### src/rtl/mem_wb_stage_if.sv
// Data-memory request/acknowledge bus between the MEM/WB stage (master)
// and the data memory (slave).
interface mem_wb_stage_if #(
    parameter int DATA_W = 24
);
    logic              memReq;
    logic              memWe;
    logic [15:0]       memAddr;
    logic [DATA_W-1:0] memWData;
    logic              memAck;
    logic [DATA_W-1:0] memRData;

    modport master (
        output memReq, memWe, memAddr, memWData,
        input  memAck, memRData
    );

    modport slave (
        input  memReq, memWe, memAddr, memWData,
        output memAck, memRData
    );
endinterface

### src/rtl/mem_wb_stage.sv
// Memory-access / write-back stage of the 24-bit core: M register, data-memory
// handshake with stall and timeout, and the registered write-back bundle.
module mem_wb_stage #(
    parameter int MAX_WAIT = 15,
    parameter int DATA_W   = 24
) (
    input  logic              clk,
    input  logic              rst,
    input  logic              validE,
    input  logic [DATA_W-1:0] aluResE,
    input  logic [DATA_W-1:0] writeDataE,
    input  logic              regWriteE,
    input  logic              memToRegE,
    input  logic              memWriteE,
    input  logic              PCSrcE,
    input  logic [3:0]        WA3E,
    mem_wb_stage_if.master    mem,
    output logic              stallM,
    output logic [DATA_W-1:0] resultW,
    output logic [3:0]        WA3W,
    output logic              regWriteW,
    output logic              PCSrcW,
    output logic              memErr
);

    localparam logic [3:0] WAIT_LAST = 4'(MAX_WAIT - 1);

    typedef enum logic {
        IDLE,
        WAIT
    } state_t;

    state_t            state_q, state_d;
    logic              validM, regWriteM, memToRegM, memWriteM, PCSrcM;
    logic [DATA_W-1:0] aluResM, writeDataM;
    logic [3:0]        WA3M;
    logic [3:0]        waitCnt;
    logic              memOpM;
    logic              timeout;

    // A timed-out load returns zero rather than whatever is on the read bus.
    function automatic logic [DATA_W-1:0] wb_data(
        input logic              to_reg,
        input logic              tmo,
        input logic [DATA_W-1:0] rdata,
        input logic [DATA_W-1:0] alu
    );
        if (!to_reg) return alu;
        return tmo ? '0 : rdata;
    endfunction

    assign memOpM  = validM & (memToRegM | memWriteM);
    assign timeout = memOpM & ~mem.memAck & (waitCnt == WAIT_LAST);
    assign stallM  = memOpM & ~mem.memAck & ~timeout;

    assign mem.memReq   = memOpM;
    assign mem.memWe    = memWriteM;
    assign mem.memAddr  = aluResM[15:0];
    assign mem.memWData = writeDataM;

    always_ff @(posedge clk or negedge rst) begin
        if (!rst) begin
            state_q <= IDLE;
        end else begin
            state_q <= state_d;
        end
    end

    always_comb begin
        state_d = state_q;
        case (state_q)
            IDLE:    if (mem.memReq & ~mem.memAck) state_d = WAIT;
            WAIT:    if (mem.memAck | timeout)     state_d = IDLE;
            default: state_d = IDLE;
        endcase
    end

    // ---- E -> M boundary ----
    always_ff @(posedge clk or negedge rst) begin
        if (!rst) begin
            validM     <= 1'b0;
            regWriteM  <= 1'b0;
            memToRegM  <= 1'b0;
            memWriteM  <= 1'b0;
            PCSrcM     <= 1'b0;
            aluResM    <= '0;
            writeDataM <= '0;
            WA3M       <= '0;
        end else if (!stallM) begin
            validM     <= validE;
            regWriteM  <= regWriteE;
            memToRegM  <= memToRegE;
            memWriteM  <= memWriteE;
            PCSrcM     <= PCSrcE;
            aluResM    <= aluResE;
            writeDataM <= writeDataE;
            WA3M       <= WA3E;
        end
    end

    // Counts unacknowledged request cycles; stallM already implies req & ~ack.
    always_ff @(posedge clk or negedge rst) begin
        if (!rst) begin
            waitCnt <= '0;
        end else if (stallM) begin
            waitCnt <= waitCnt + 4'd1;
        end else begin
            waitCnt <= '0;
        end
    end

    // ---- M -> W boundary ----
    always_ff @(posedge clk or negedge rst) begin
        if (!rst) begin
            resultW   <= '0;
            WA3W      <= '0;
            regWriteW <= 1'b0;
            PCSrcW    <= 1'b0;
            memErr    <= 1'b0;
        end else begin
            if (timeout) memErr <= 1'b1;
            if (!stallM) begin
                resultW   <= wb_data(memToRegM, timeout, mem.memRData, aluResM);
                WA3W      <= WA3M;
                regWriteW <= validM & regWriteM & ~(memToRegM & timeout);
                PCSrcW    <= validM & PCSrcM;
            end else begin
                // Bubble so a stalled instruction cannot write back twice.
                regWriteW <= 1'b0;
                PCSrcW    <= 1'b0;
            end
        end
    end

endmodule

### src/flat_wrapper.sv
// flat-port wrapper written by rule: the top's interface ports become plain ports
module mem_wb_stage_flat 
#(
    parameter int MAX_WAIT = 15,
    parameter int DATA_W   = 24
)
  (clk, rst, validE, aluResE, writeDataE, regWriteE, memToRegE, memWriteE, PCSrcE, WA3E, stallM, resultW, WA3W, regWriteW, PCSrcW, memErr, mem_memReq, mem_memWe, mem_memAddr, mem_memWData, mem_memAck, mem_memRData);
  mem_wb_stage_if #(.DATA_W(DATA_W)) mem_i ();
  input  logic clk;
  input  logic rst;
  input  logic validE;
  input  logic [DATA_W-1:0] aluResE;
  input  logic [DATA_W-1:0] writeDataE;
  input  logic regWriteE;
  input  logic memToRegE;
  input  logic memWriteE;
  input  logic PCSrcE;
  input  logic [3:0] WA3E;
  output logic stallM;
  output logic [DATA_W-1:0] resultW;
  output logic [3:0] WA3W;
  output logic regWriteW;
  output logic PCSrcW;
  output logic memErr;
  output wire logic [$bits(mem_i.memReq)-1:0] mem_memReq;
  output wire logic [$bits(mem_i.memWe)-1:0] mem_memWe;
  output wire logic [$bits(mem_i.memAddr)-1:0] mem_memAddr;
  output wire logic [$bits(mem_i.memWData)-1:0] mem_memWData;
  input wire logic [$bits(mem_i.memAck)-1:0] mem_memAck;
  input wire logic [$bits(mem_i.memRData)-1:0] mem_memRData;
  assign mem_memReq = mem_i.memReq;
  assign mem_memWe = mem_i.memWe;
  assign mem_memAddr = mem_i.memAddr;
  assign mem_memWData = mem_i.memWData;
  assign mem_i.memAck = mem_memAck;
  assign mem_i.memRData = mem_memRData;
  mem_wb_stage #(.MAX_WAIT(MAX_WAIT), .DATA_W(DATA_W)) u_core (.clk(clk), .rst(rst), .validE(validE), .aluResE(aluResE), .writeDataE(writeDataE), .regWriteE(regWriteE), .memToRegE(memToRegE), .memWriteE(memWriteE), .PCSrcE(PCSrcE), .WA3E(WA3E), .mem(mem_i), .stallM(stallM), .resultW(resultW), .WA3W(WA3W), .regWriteW(regWriteW), .PCSrcW(PCSrcW), .memErr(memErr));
endmodule
### config.mk
export PLATFORM = sky130hd
export DESIGN_NAME = mem_wb_stage_flat
export DESIGN_NICKNAME = d
export VERILOG_FILES = /design/src/rtl/mem_wb_stage_if.sv /design/src/rtl/mem_wb_stage.sv /design/src/flat_wrapper.sv
export SDC_FILE = /design/constraint.sdc
export NUM_CORES = 1
export LEC_CHECK = 0
export CORE_MARGIN = 10
export CORE_UTILIZATION = 48
export CTS_BUF_LIST = sky130_fd_sc_hd__clkbuf_4
export DETAILED_ROUTE_END_ITERATION = 10
export MAX_ROUTING_LAYER = met4
export PLACE_DENSITY = 0.92
export SLEW_MARGIN = 20
export SYNTH_ARGS = -nofsm -noshare
export SYNTH_HDL_FRONTEND = slang
export SYNTH_SLANG_ARGS = --single-unit
### constraint.sdc
create_clock -name clk -period 2.7 [get_ports clk]
set_input_delay 0.54 -clock clk [delete_from_list [all_inputs] [get_ports clk]]
set_output_delay 0.54 -clock clk [all_outputs]
set_load 0.01 [all_outputs]
==> results of run 1 <==
## metrics by stage
stage | hold slack, ns | instances | cell area [um^2]
floorplan | 0.244 | 256 | 3970
global placement | 0.450 | 494 | 5490
detailed placement | 0.467 | 494 | 5490
CTS | 0.109 | 510 | 5630
global route | 0.127 | 510 | 5630
finish | 0.106 | 510 | 5630
## cell type report
type / count / area share (%)
clock buffers: 9 / 1.20
clock inverters: 7 / 1.20
inverters: 4 / 0.356
multi-input cells: 128 / 25.0
flip-flops and latches: 92 / 40.9
well taps: 105 / 2.34
repair buffers: 165 / 29.0
## worst max-delay path by stage
stage / startpoint / end / slack (ns)
after floorplan: u_core.waitCnt[0] / stallM / 0.95
after global placement: mem_memAck / stallM / 0.41
after detailed placement: mem_memAck / stallM / 0.41
after CTS: u_core.memToRegM / stallM / 0.12
after global routing: u_core.memToRegM / stallM / 0.02
final: u_core.memToRegM / stallM / 0.16
## state kept, by name, summed over array words and instances, names as in the netlist
signal / flops
u_core.aluResM: 24
u_core.mem.memWData: 24
u_core.resultW: 24
u_core.WA3M: 4
u_core.WA3W: 4
u_core.waitCnt: 4
u_core.PCSrcM: 1
u_core.PCSrcW: 1
u_core.mem.memWe: 1
u_core.memErr: 1
u_core.memToRegM: 1
u_core.regWriteM: 1
u_core.regWriteW: 1
u_core.validM: 1
## Yosys cell counts, drive strengths merged
cell | number | area share (%)
a31oi | 1 | 0.54
mux2 | 60 | 20
and4 | 24 | 5.3
and3 | 2 | 0.32
o311a | 1 | 0.25
xnor2 | 1 | 0.22
nand3 | 3 | 0.82
a221o | 24 | 6.1
xor2 | 1 | 0.22
ha | 2 | 0.63
inv | 4 | 0.50
clkbuf | 5 | 0.47
buf | 27 | 5.6
nand2b | 1 | 0.16
dfrtp | 92 | 58
a21boi | 1 | 0.19
a31o | 1 | 0.22
o21ai | 1 | 0.22
nor2 | 5 | 0.47
## critical path, delay by kind of cell, from the launching register on
kind                   cells  cell delay (ns)
AOI/OAI and AO/OA          1             0.12
and+or+nand+nor            1             0.12
DFF                        1             0.48
buffers and inverters      3             0.84
## metal layers
| layer | vias up | global-route usage, % | part of all wire [%] |
|---|---|---|---|
| met2 | 101 | 28.0 | 51 |
| met1 | 1410 | 20.9 | 42 |
| met5 | - | - | 0 |
| met3 | 9 | 5.25 | 6.2 |
| li1 | 1227 | - | - |
| met4 | 0 | 5.38 | 1.1 |
## power breakdown
part | internal [mW] | leakage (nW) | switching, mW | total, mW
Clock | 0.279 | 0.0726 | 0.468 | 0.748
Combinational | 0.558 | 1.23 | 0.345 | 0.903
Sequential | 1.55 | 1.10 | 0.103 | 1.65
## kinds of logic (layout without fill, tap and decap cells)
kind of cell / after synthesis / count (layout) / synth area share (%)
xor+xnor: 2 / 2 / 0.441
mux: 60 / 60 / 19.8
buf+inv: 36 / 185 / 6.62
flops: 92 / 92 / 58.0
compound gates: 29 / 29 / 7.47
simple gates: 35 / 35 / 7.06
fa+ha+maj: 2 / 2 / 0.630
==> results by group, run 1 <==
Status
  – Status: complete, no violations

Synthesis
  – Avg Synthesized Cell Area: 15.5 um^2
  – Distinct cells, synth: 27
  – Post-synthesis sequential area ratio: 58.0%
  – Post-synthesis instance total: between 200 and 300
  – Synthesized flop and latch total: 92
  – Synth warn: 0
  – Syn_nets: approximately 340
  – Cell Area, Synth: 0.00397 mm^2

Power and ir drop
  – Tot Pwr: around 3.3 mW
  – Peak VDD IR: 0.000332 V
  – LEAKAGE: 2.40 nW
  – PD cells: approximately 590 mW/mm^2

Die
  – Starting density of the core: 48.8%
  – Row count: 33
  – Die area: 0.0123 mm^2
  – CORE AREA: 0.00813 mm^2
  – IO Pins: between 150 and 200
  – Die height: 111 um
  – Die W: approximately 110 um

Global route
  – First-pass GRT wire length: 17.0 mm
  – Initial antenna violation count: 0
  – Pin count of the biggest net entering global routing: between 50 and 60
  – Gr usage total: 17.5%
  – Vias in the first global route: 3,026
  – Total gr overflow: 0

Cells and area
  – Fill count: roughly 590
  – FF/Latch Area: 0.00230 mm^2
  – Fraction of layout cells with a size suffix above 1: 22.5%
  – Commonest non-fill, non-tap cell in the layout: clkdlybuf4s50_1
  – Antenna cells: 0
  – Nets: around 490
  – Area growth, synth to finish: 41.7%
  – Most frequent cells in the layout: 156 x clkdlybuf4s50_1, 92 x dfrtp_1, 31 x mux2_2
  – Footprint of the multi-input gates: around 0.0014 mm^2
  – Core Util, Final: ~69%

Route
  – DR DRC count: 0
  – Routed via count: 2,747
  – Post-Route WL: roughly 11 mm
  – Initial DRT Pass Iterations: 4
  – Initial DRC count: between 100 and 150
  – DR WL/cell: ~21 um
  – Antenna Violating Nets Remaining: 0
  – Via density per instance: 5.39

Worst setup path
  – Reg2reg end: u_core.mem.memWData[23]
  – CP dominant cell by count: inv_4
  – Critical path class: reg -> out
  – FF-to-FF setup slack: between 0.6 and 0.7 ns
  – Critical path fanouts, max: 28
  – CP Capture Type: output port
  – WP data arrival: 2.00 ns
  – Cells along the critical path: o21ai_2, inv_4, nand3_4, inv_4, clkdlybuf4s50_1
  – Reg2Reg Depth: 6
  – Crit Reg-Reg Startpoint: u_core.memToRegM
  – Slowest cell on the critical path: clkdlybuf4s50_1
  – Worst EP required: approximately 2.2 ns
  – Startpoint types: register
  – Critical Path Max Stage Delay: between 0.5 and 0.6 ns

STA
  – Slew Limit Fails: 0
  – RSZ-0062 raised after global routing: false
  – Tcrit/Tclk final: 93.9%
  – Fin Setup TNS: 0 ns
  – Fin worst setup slack: about 0.16 ns
  – Clk_skew: around 0.022 ns
  – F_max: 394 MHz
  – Post-route minimum period: 2.54 ns
  – Final Hold Vio Count: 0
  – Worst slew pin tran: ~0.65 ns
  – Headroom to the max-slew limit: between 50% and 60%
  – Final setup fails: 0

Clock network
  – CTS Buf Count: 9
  – CTS tree: done
  – Clock Tree Root: clkbuf_4
  – CTS Buffer Depth: 2
  – Clock slew at reported path FFs: 0.16 ns
  – Post-CTS sizing: 0
  – H-tree depth: 3
  – Setup Fix Bufs, Post-CTS: 0
  – Worst skew pair latency: around 0.43 ns
  – Hold_buf cts: 0
  – CTS sink cnt: between 90 and 100

Placed design
  – Post-DP HPWL: 7.74 mm
  – Port bufs: 157
  – Placer Congestion: roughly 0.74
  – Pre-CTS setup slack: 0.408 ns

Run
  – Max_cap viols: 0

Min path
  – Worst hold path class: in -> async
(Power assumes the default switching activity.)
==> run 2: changes to the inputs <==
--- a/config.mk
+++ b/config.mk
@@ -8,9 +8,11 @@
 export CORE_MARGIN = 10
 export CORE_UTILIZATION = 48
 export CTS_BUF_LIST = sky130_fd_sc_hd__clkbuf_4
+export CTS_CLUSTER_SIZE = 16
 export DETAILED_ROUTE_END_ITERATION = 10
 export MAX_ROUTING_LAYER = met4
 export PLACE_DENSITY = 0.92
+export RECOVER_POWER = 25
 export SLEW_MARGIN = 20
 export SYNTH_ARGS = -nofsm -noshare
 export SYNTH_HDL_FRONTEND = slang
==> results by group, run 2 (synthesis gave the netlist of run 1 again) <==
Worst setup path
  – CP Capture Type: output port
  – Startpoint types: register
  – Worst EP required: 2.16 ns (about the same)
  – Critical Path Max Stage Delay: 0.53 ns (about the same)
  – Crit Reg-Reg Startpoint: u_core.memToRegM
  – Slowest cell on the critical path: clkdlybuf4s50_1
  – Top delay family on crit path: buffers and inverters
  – CP startpoint: u_core.memToRegM
  – CP Buf/Inv Count: 3 (unchanged)
  – WP data arrival: 2.00 ns (about the same)
  – CP dominant cell by count: inv_4
  – Reg2Reg Depth: 6 (unchanged)
  – Critical path fanouts, max: 28 (unchanged)
  – Reg2reg end: u_core.mem.memWData[23]
  – Cells along the critical path: o21ai_2, inv_4, nand3_4, inv_4, clkdlybuf4s50_1
  – Critical path class: reg -> out
  – FF-to-FF setup slack: 0.67 ns (about the same)

Power and ir drop
  – Peak VDD IR: 0.000331 V (-0.13%)
  – PD cells: 587 mW/mm^2 (about the same)
  – Tot Pwr: 3.30 mW (about the same)
  – LEAKAGE: 2.40 nW (-0.18%)

STA
  – Final setup fails: 0 (unchanged)
  – F_max: 394 MHz (about the same)
  – Headroom to the max-slew limit: 15.2% (-41 points)
  – RSZ-0062 raised after global routing: false
  – Final Hold Vio Count: 0 (unchanged)
  – Clk_skew: 0.0223 ns (+0.000325 ns)
  – Worst slew pin tran: 1.27 ns (+0.622 ns)
  – Tcrit/Tclk final: 93.9% (about the same)
  – Post-route minimum period: 2.54 ns (-0.000508 ns)
  – Slew Limit Fails: 0 (unchanged)
  – Fin Setup TNS: 0 ns (unchanged)

Global route
  – Pin count of the biggest net entering global routing: 52 (unchanged)
  – Gr usage total: 17.5% (unchanged)
  – First-pass GRT wire length: 17.0 mm (unchanged)
  – Vias in the first global route: 3,026 (unchanged)
  – Total gr overflow: 0 (unchanged)
  – Initial antenna violation count: 0 (unchanged)

Placed design
  – Port bufs: 157 (unchanged)
  – Post-DP HPWL: 7.74 mm (unchanged)
  – Placer Congestion: 0.739 (unchanged)

Cells and area
  – Nets: 486 (unchanged)
  – Area growth, synth to finish: 41.6%
  – Fraction of layout cells with a size suffix above 1: 22.2% (-0.25 points)
  – Fill count: 587 (+0.17%)
  – Most frequent cells in the layout: 156 x clkdlybuf4s50_1, 92 x dfrtp_1, 31 x mux2_2
  – Antenna cells: 0 (unchanged)
  – Commonest non-fill, non-tap cell in the layout: clkdlybuf4s50_1

Die
  – Die height: 111 um (unchanged)
  – Starting density of the core: 48.8% (unchanged)
  – IO Pins: 158 (unchanged)
  – CORE AREA: 0.00813 mm^2 (unchanged)
  – Row count: 33 (unchanged)
  – Die W: 111 um (unchanged)
  – Die area: 0.0123 mm^2 (unchanged)

Route
  – Via density per instance: 5.38 (about the same)
  – DR WL/cell: 20.8 um (-0.23%)
  – Antenna Violating Nets Remaining: 0 (unchanged)
  – Post-Route WL: 10.6 mm (-0.23%)
  – Routed via count: 2,745 (-0.073%)
  – DR DRC count: 0 (unchanged)
  – Initial DRT Pass Iterations: 4 (unchanged)
  – Initial DRC count: 127 (+5.8%)

Clock network
  – CTS sink cnt: 92 (unchanged)
  – Setup Fix Bufs, Post-CTS: 0 (unchanged)
  – CTS Buf Count: 9 (unchanged)
  – H-tree depth: 3 (unchanged)
  – Hold_buf cts: 0 (unchanged)
  – Clock Tree Root: clkbuf_4
  – CTS Buffer Depth: 2 (unchanged)
  – Post-CTS sizing: 0 (unchanged)
  – Clock slew at reported path FFs: 0.16 ns (about the same)
  – CTS tree: done
  – Worst skew pair latency: 0.43 ns (about the same)

Status
  – Status: complete, no violations

Min path
  – Worst hold path class: in -> async

Run
  – Max_cap viols: 0 (unchanged)
[run 2: cell types whose count changed in the layout (fill, tap and decap cells not counted), sizes merged]
| cell | before | now |
|---|---|---|
| buf | 9 | 7 |
| clkbuf | 9 | 11 |
[run 2: area by class of cell]
type / instances / area [um^2] / area share, %
clock buffer: 9 / 67.6 / 1.20
clock inverter: 7 / 67.6 / 1.20
inverter: 4 / 20.0 / 0.356
multi-input combinational: 128 / 1410 / 25.1
sequential: 92 / 2300 / 41.0
tap: 105 / 131 / 2.34
timing repair buffer: 165 / 1620 / 28.9
[run 2: stage by stage]
step	hold WS (ns)	instances	instance area, um^2	util (%)	worst slack, ns
floorplan	0.244	256	3970	-	0.951
global placement	0.450	494	5490	67.5	0.407
detailed placement	0.467	494	5490	67.5	0.408
CTS	0.109	510	5630	69.2	0.116
global route	0.429	510	5620	69.1	0.0203
finish	0.351	510	5620	69.1	0.164
[run 2: per-layer routing]
| metal | routed length, um | track usage [%] | share of wire (%) | vias up |
|---|---|---|---|---|
| li1 | - | - | - | 1229 |
| met1 | 4440 | 20.9 | 42 | 1402 |
| met2 | 5400 | 28.0 | 51 | 105 |
| met3 | 668 | 5.25 | 6.3 | 9 |
| met4 | 114 | 5.38 | 1.1 | 0 |
| met5 | 0 | - | 0 | - |
[run 2: worst max-delay path by stage]
stage / to / slack (ns) / cells past startpoint
after floorplan: stallM / 0.95 / 6
after global placement: stallM / 0.41 / 5
after detailed placement: stallM / 0.41 / 5
after CTS: stallM / 0.12 / 5
after global routing: stallM / 0.02 / 5
final: stallM / 0.16 / 5
[run 2: report_power, final]
part	total [mW]	switching (mW)	internal (mW)
clock	0.746	0.467	0.279
sequential	1.65	0.103	1.55
combinational	0.902	0.344	0.557
total	3.30	0.915	2.38
